<file path="config.mk">
export PLATFORM = sky130hd
export DESIGN_NAME = frame_reception_flat
export DESIGN_NICKNAME = d
export VERILOG_FILES = /design/src/rtl/frame_reception_if.sv /design/src/rtl/frame_reception.sv /design/src/flat_wrapper.sv
export SDC_FILE = /design/constraint.sdc
export NUM_CORES = 1
export LEC_CHECK = 0
export CORE_ASPECT_RATIO = 1.2
export CORE_MARGIN = 1.5
export CORE_UTILIZATION = 40
export CTS_CLUSTER_SIZE = 20
export DETAILED_ROUTE_END_ITERATION = 10
export GPL_ROUTABILITY_DRIVEN = 0
export PLACE_DENSITY_LB_ADDON = 0.3
export SYNTH_ARGS = -nofsm -noshare
export SYNTH_HDL_FRONTEND = slang
export SYNTH_SLANG_ARGS = --single-unit
</file>
<file path="constraint.sdc">
create_clock -name clk -period 4.4 [get_ports clk]
set_clock_uncertainty 0.1 [all_clocks]
set_input_delay 1.32 -clock clk [delete_from_list [all_inputs] [get_ports clk]]
set_output_delay 1.32 -clock clk [all_outputs]
set_load 0.01 [all_outputs]
</file>
<file path="src/rtl/frame_reception_if.sv">
// frame_reception_if: byte stream from the PHY side and parsed-frame outputs to the MAC client.
interface frame_reception_if;
    logic [7:0]  rx_in;
    logic        rx_dv;
    logic [47:0] dest_addr;
    logic [47:0] src_addr;
    logic [15:0] eth_type;
    logic [31:0] data_out;
    logic        rx_valid;
    logic        rx_err;
    logic        rx_busy;
    modport master (
        output rx_in, rx_dv,
        input  dest_addr, src_addr, eth_type, data_out, rx_valid, rx_err, rx_busy
    );
    modport slave (
        input  rx_in, rx_dv,
        output dest_addr, src_addr, eth_type, data_out, rx_valid, rx_err, rx_busy
    );
endinterface

</file>
<file path="src/rtl/frame_reception.sv">
// frame_reception: byte-wide Ethernet frame receiver (preamble/SFD hunt, header + payload parse).
// Define RX_ADDR_FILTER_EN to silently drop frames not addressed to LOCAL_MAC or broadcast.
module frame_reception #(
    parameter int          MIN_PREAMBLE = 2,
    parameter logic [7:0]  TRAILER_BYTE = 8'hFF,
    parameter logic [47:0] LOCAL_MAC    = 48'h0200_0000_0001
) (
    input logic clk,
    input logic rst_n,
    frame_reception_if.slave bus
);
    typedef enum logic [2:0] {S_IDLE, S_PRE, S_DEST, S_SRC, S_TYPE, S_PAY, S_TRL, S_DROP} state_t;
    localparam logic [2:0] MIN_P = 3'(MIN_PREAMBLE);
    state_t       state_q, state_d;
    logic [2:0]   cnt_q, cnt_d;
    logic [143:0] sh_q, sh_d;
    logic [47:0]  dest_q, dest_d, src_q, src_d;
    logic [15:0]  type_q, type_d;
    logic [31:0]  data_q, data_d;
    logic         valid_q, valid_d, err_q, err_d;
    logic         dv, in_frame, sfd_ok, trl_ok, addr_ok;
    logic [7:0]   b;
    assign dv       = bus.rx_dv;
    assign b        = bus.rx_in;
    assign sfd_ok   = b == 8'hD5 && cnt_q >= MIN_P;
    assign trl_ok   = b == TRAILER_BYTE;
    assign in_frame = state_q != S_IDLE && state_q != S_DROP;
`ifdef RX_ADDR_FILTER_EN
    assign addr_ok = sh_q[143:96] == LOCAL_MAC || &sh_q[143:96];
`else
    logic unused_mac;
    assign unused_mac = ^LOCAL_MAC;
    assign addr_ok    = 1'b1;
`endif
    always_ff @(posedge clk or negedge rst_n) begin
        if (!rst_n) begin
            state_q <= S_IDLE;
            cnt_q   <= '0;
            sh_q    <= '0;
            dest_q  <= '0;
            src_q   <= '0;
            type_q  <= '0;
            data_q  <= '0;
            valid_q <= 1'b0;
            err_q   <= 1'b0;
        end else begin
            state_q <= state_d;
            cnt_q   <= cnt_d;
            sh_q    <= sh_d;
            dest_q  <= dest_d;
            src_q   <= src_d;
            type_q  <= type_d;
            data_q  <= data_d;
            valid_q <= valid_d;
            err_q   <= err_d;
        end
    end
    always_comb begin
        state_d = state_q;
        case (state_q)
            S_IDLE:  state_d = !dv ? S_IDLE : b == 8'h55 ? S_PRE : S_DROP;
            S_PRE:   state_d = !dv ? S_IDLE : b == 8'h55 ? S_PRE : sfd_ok ? S_DEST : S_DROP;
            S_DEST:  state_d = !dv ? S_IDLE : cnt_q == 3'd5 ? S_SRC : S_DEST;
            S_SRC:   state_d = !dv ? S_IDLE : cnt_q == 3'd5 ? S_TYPE : S_SRC;
            S_TYPE:  state_d = !dv ? S_IDLE : cnt_q == 3'd1 ? S_PAY : S_TYPE;
            S_PAY:   state_d = !dv ? S_IDLE : cnt_q == 3'd3 ? S_TRL : S_PAY;
            S_TRL:   state_d = !dv || trl_ok ? S_IDLE : S_DROP;
            S_DROP:  state_d = dv ? S_DROP : S_IDLE;
            default: state_d = S_IDLE;
        endcase
        // the first 0x55 is consumed in IDLE, so the preamble count starts at 1
        cnt_d = state_d != state_q ? (state_d == S_PRE ? 3'd1 : 3'd0)
              : cnt_q == 3'd7 ? cnt_q : cnt_q + 3'd1;
    end
    always_comb begin
        sh_d    = in_frame && dv && state_q != S_PRE && state_q != S_TRL ? {sh_q[135:0], b} : sh_q;
        valid_d = state_q == S_TRL && dv && trl_ok && addr_ok;
        err_d   = in_frame && (!dv || state_d == S_DROP);
        dest_d  = valid_d ? sh_q[143:96] : dest_q;
        src_d   = valid_d ? sh_q[95:48]  : src_q;
        type_d  = valid_d ? sh_q[47:32]  : type_q;
        data_d  = valid_d ? sh_q[31:0]   : data_q;
    end
    assign bus.dest_addr = dest_q;
    assign bus.src_addr  = src_q;
    assign bus.eth_type  = type_q;
    assign bus.data_out  = data_q;
    assign bus.rx_valid  = valid_q;
    assign bus.rx_err    = err_q;
    assign bus.rx_busy   = state_q != S_IDLE;
endmodule
</file>
<file path="src/flat_wrapper.sv">
// flat-port wrapper written by rule: the top's interface ports become plain ports
module frame_reception_flat 
#(
    parameter int          MIN_PREAMBLE = 2,
    parameter logic [7:0]  TRAILER_BYTE = 8'hFF,
    parameter logic [47:0] LOCAL_MAC    = 48'h0200_0000_0001
)
  (clk, rst_n, bus_rx_in, bus_rx_dv, bus_dest_addr, bus_src_addr, bus_eth_type, bus_data_out, bus_rx_valid, bus_rx_err, bus_rx_busy);
  frame_reception_if bus_i ();
  input logic clk;
  input logic rst_n;
  input wire logic [$bits(bus_i.rx_in)-1:0] bus_rx_in;
  input wire logic [$bits(bus_i.rx_dv)-1:0] bus_rx_dv;
  output wire logic [$bits(bus_i.dest_addr)-1:0] bus_dest_addr;
  output wire logic [$bits(bus_i.src_addr)-1:0] bus_src_addr;
  output wire logic [$bits(bus_i.eth_type)-1:0] bus_eth_type;
  output wire logic [$bits(bus_i.data_out)-1:0] bus_data_out;
  output wire logic [$bits(bus_i.rx_valid)-1:0] bus_rx_valid;
  output wire logic [$bits(bus_i.rx_err)-1:0] bus_rx_err;
  output wire logic [$bits(bus_i.rx_busy)-1:0] bus_rx_busy;
  assign bus_i.rx_in = bus_rx_in;
  assign bus_i.rx_dv = bus_rx_dv;
  assign bus_dest_addr = bus_i.dest_addr;
  assign bus_src_addr = bus_i.src_addr;
  assign bus_eth_type = bus_i.eth_type;
  assign bus_data_out = bus_i.data_out;
  assign bus_rx_valid = bus_i.rx_valid;
  assign bus_rx_err = bus_i.rx_err;
  assign bus_rx_busy = bus_i.rx_busy;
  frame_reception #(.MIN_PREAMBLE(MIN_PREAMBLE), .TRAILER_BYTE(TRAILER_BYTE), .LOCAL_MAC(LOCAL_MAC)) u_core (.clk(clk), .rst_n(rst_n), .bus(bus_i));
endmodule
</file>
# Yosys cells after proc, flatten, opt, wreduce, memory -nomap -nowiden
# Cells that the tools add are included.
# Widths: inputs -> output; s select.
# totals
ff_bits	296
in_bits	11
out_inout_bits	147
wordCells	64
# classes
add_sub_neg	1
n_lt_le_gt_ge	1
n_eq_ne	21
muxes	19
n_reduce_logical	13
# ops
op	count
$mux 3	14
$pmux 3 s8	1
$eq 3x3->1 const B	7
$eq 8x8->1 const B	2
$eq 3x1->1 const B	3
$eq 3x2->1 const B	3
$eq 8x7->1 const B	1
$logic_and 1x1->1	8
$ne 3x3->1 const B	2
$add 3x1->3 const B	1
$ge 3x2->1 const B	1
$logic_not 3->1	1
$mux 1	3
$ne 3x1->1 const B	1
$ne 3x3->1	1
$reduce_bool 3->1	1
$logic_or 1x1->1	2
$mux 2	1
$ne 2x1->1 const B	1
$logic_not 1->1	1

# Longest topological paths before layout
# depth
word_depth	9
mapped_depth	8
mapped_depth_nobuf	8

# Worst setup path before layout
# Ideal clock, no wire load.
# synth_path
path_kind	in2reg
startpoint	input port bus_rx_in[5]
endpoint	register u_core.err_q (netlist: u_core.bus.rx_err)
setup_time_ps	117
arrival_ps	2625
t_required_ps	4183
slack_ps	1558
stages	6
n_path_buf	0
path_cell_list	or3_4 > a2111oi_4 > a2111oi_2 > or3_4 > nand3_2 > a21oi_2
# synth_between
elab_chain_len	9
word_cells_on_any_way	15
classes_between	4 x eq/ne; 7 x mux; 4 x reduce/logical
# synth_rtl
item	line_no	source
start, declared	flat_wrapper.sv:12	input wire logic [$bits(bus_i.rx_in)-1:0] bus_rx_in;
$eq 8x8->1	frame_reception.sv:25	assign sfd_ok = b == 8'hD5 && cnt_q >= MIN_P;
$logic_and 1x1->1	frame_reception.sv:25	
$mux 3 (3 in a row)	frame_reception.sv:62	S_PRE: state_d = !dv ? S_IDLE : b == 8'h55 ? S_PRE : sfd_ok ? S_DEST : S_DROP;
$pmux 3 s8 (*)	frame_reception.sv:60	case (state_q)
named net u_core.state_d[0]	frame_reception.sv:14	state_t state_q, state_d;
$eq 3x3->1 (*)	frame_reception.sv:78	err_d = in_frame && (!dv || state_d == S_DROP);
$logic_or 1x1->1 (*)	frame_reception.sv:78	
$logic_and 1x1->1 (*)	frame_reception.sv:78	
named net u_core.err_d	frame_reception.sv:20	logic valid_q, valid_d, err_q, err_d;
end signal, assigned	frame_reception.sv:55	err_q <= err_d;
end, declared	frame_reception.sv:20	
# The timed path passes the listed nets; every way through them passes the cells marked *.
# A chain may end at the register's enable or synchronous reset.

# Worst setup path in the final report
# layout_path
startpoint	register u_core.state_q[1]
endpoint	output port bus_rx_busy
# layout_between
elab_chain_len	1
# layout_rtl
item	line_no	source
start, declared	frame_reception.sv:14	
start signal, assigned	frame_reception.sv:47	state_q <= state_d;
$reduce_bool 3->1	frame_reception.sv:90	assign bus.rx_busy = state_q != S_IDLE;
end, declared	flat_wrapper.sv:20	output wire logic [$bits(bus_i.rx_busy)-1:0] bus_rx_busy;
# Every way passes these cells.

==> metrics.txt <==
number of standard cells in the final layout excluding fillers=1261; sequential cell area=0.00741 mm²; total half-perimeter wirelength after legalization and detailed placement=14.3 mm; insertion delay of the later-clocked pin in the worst-skew pair=0.55 ns; RSZ-0062 raised after global routing=no; top metal layer carrying routed signals=met4; count of flip-flops with a built-in enable after synthesis=0; Yosys top cell area share=65.1%; Worst EP arrival=1.98 ns; worst hold path type=flip-flop to flip-flop; Worst-Margin Slew=0.711 ns; number of nets still failing antenna checks after routing=0; row cnt=67; Critical Path Slowest Stage Cell=dfrtp_1; die height=188 µm; die span in x=157 µm; combined area of the multi-input logic cells=0.00379 mm²; sequential fraction of the synthesis area=65.1%; power per cell area=543 mW/mm²; Std-Cell Core Area=0.0279 mm²; root buffer cell=clkbuf_16; clock-pin slew reported for the worst setup and hold paths after clock tree synthesis=0.06 ns; Slowest Stage Delay on Critical Path=0.65 ns; fin util=51.5%; fraction of final layout cells sized beyond drive strength 1=41.3%; Hold Slack=0.399 ns; post-synthesis cell type count=44; CP Buf/Inv Count=1; number of antenna violations at the first check in global routing=0; Bufs on Longest Clock Path=3; quantity of gates resized following cts=0; total setup buffers inserted after CTS=0; DRC viols=0; Vias=6186; highest ir drop seen on vdd=0.355 mV; hold-fix buffers at CTS=0; #FFs+latches synth=296; post-synthesis instance area=0.0114 mm²; ratio of routed vias to standard cells=4.91; Post-Syn Area per Cell=16.4 µm²; cell type group with the largest total delay on the critical path=flip-flops; setup violators final=0; result of the run=completed; WL per Instance=17.1 µm; number of inserted filler cells in the final layout=2380; net count after synthesis=709; total negative slack=0 ns; Inserted Clock Buffers=30; maximum fanout encountered on the critical timing path=15; main area contributors after synthesis=dfrtp_1, mux2_2, buf_2, ha_1, nand2_1; metal3 WL=1.67 mm; maximum number of pins on one net before global-route repair=96; Cells after DPL=1208; global route overflow=0; I/O pin total=158; startpoint types=flip-flop; fin crit share=77.2%; clock tree from TritonCTS=built; floorplan die area=0.0295 mm²; data required time of the worst path=2.98 ns; detailed-route wire length on metal 1=9.16 mm; number of diodes=0; Final Critical Period=3.40 ns; most common library cell in the layout ignoring fill and taps=dfrtp_1; DRT iter0 DRCs=155; number of max-cap violations=0; Num Clock Sinks=296; first-pass iteration count of the detailed router=4; max-slew violation count=0; highest achievable clock rate=0.294 GHz; initial standard-cell utilization of the core=40.8%; Final Hold Viols=0; routed length on met2=10.4 mm; final wirelength=21.6 mm; tightest slew margin relative to the limit=52.6%; number of buffer cells added on primary ports=157; Global Route Usage Sum=14.9%; leakage=6.72 nW; number of global-route vias before repair=6438; area delta synth->final=26.3%; H-Tree Level Count=1; crit path kind=flip-flop to output port; critical path cell sequence=nor2_1 > nand2_1 > clkdlybuf4s50_1; library cell occupying the most area in the post-synthesis netlist=dfrtp_1; synthesized instance count=694; layout net count=876; Critical Path Sink Type=output port; Tot Pwr=0.00780 W; commonest non-fill, non-tap cells in the layout=dfrtp_1, mux2_2, clkdlybuf4s50_1; ys flop type=dfrtp_1; proportion of register bits with asynchronous set or reset after synthesis=100%; warnings from Yosys=0; global-route wire length before repair=35.2 mm
==> state kept, by name, indices dropped and copies added, names as in the netlist <==
signal / cells
u_core.sh_q: 144
u_core.bus.dest_addr: 48
u_core.bus.src_addr: 48
u_core.bus.data_out: 32
u_core.bus.eth_type: 16
u_core.cnt_q: 3
u_core.state_q: 3
u_core.bus.rx_err: 1
u_core.bus.rx_valid: 1
==> synthesized netlist by cell type (2+ instances only) <==
cell / instances
or3_4: 2
inv_1: 5
nand3_1: 2
and4_1: 2
ha_1: 4
buf_4: 2
a21oi_1: 5
xor2_1: 2
and3_1: 2
nand2_1: 13
dfrtp_1: 296
nand4b_1: 3
mux2_2: 288
buf_2: 30
nor2_1: 7
nor2b_1: 3
==> routing by layer <==
metal | vias up | track usage, %
met4 | 0 | 3.37
met1 | 3203 | 19.5
met2 | 142 | 24.3
li1 | 2813 | -
met5 | - | 0
met3 | 28 | 4.74
==> logic make-up (layout without fill, tap and decap cells) <==
kind of cell,Yosys count,in the layout,share of synthesized area [%]
DFF,296,296,65.1
muxes,289,289,28.6
and+or+nand+nor,44,44,2.30
buffers and inverters,38,226,1.65
AOI/OAI and AO/OA,20,20,1.70
adders and majority gates,4,4,0.440
xor gates and xnor gates,3,3,0.231
==> layout make-up <==
| class | instances | share of cell area (%) |
|---|---|---|
| Tap cell | 379 | 3.30 |
| Clock buffer | 42 | 6.16 |
| Timing Repair Buffer | 168 | 12.0 |
| Sequential cell | 296 | 51.5 |
| Multi-Input combinational cell | 360 | 26.4 |
| Inverter | 5 | 0.131 |
| Clock inverter | 11 | 0.522 |
==> worst paths after layout <==
kind	from	endpoint	slack, ns	cells past startpoint
hold / removal	u_core.sh_q[142]	u_core.bus.dest_addr[46]	0.40	1
setup reg to reg	u_core.state_q[1]	u_core.bus.dest_addr[14]	2.13	4
setup / recovery	u_core.state_q[1]	bus_rx_busy	1.00	3
hold reg to reg	u_core.sh_q[142]	u_core.bus.dest_addr[46]	0.40	1
min in group asynchronous	rst_n	u_core.bus.src_addr[36]	0.70	1
max in group asynchronous	rst_n	u_core.sh_q[17]	2.60	2
==> metrics by stage <==
step	instance area (µm²)	setup slack [ns]
5_1_grt	14400	0.876
4_1_cts	14400	0.974
3_3_place_gp	13400	0.759
6_report	14400	1.00
2_1_floorplan	11400	1.56
3_5_place_dp	13400	0.748
==> report_power, final <==
group | internal (W) | switching [W]
sequential | 0.00334 | 0.000489
clock | 0.00140 | 0.00102
combinational | 0.000938 | 0.000622
total | 0.00567 | 0.00213
Power figures use the tool's default switching activity.
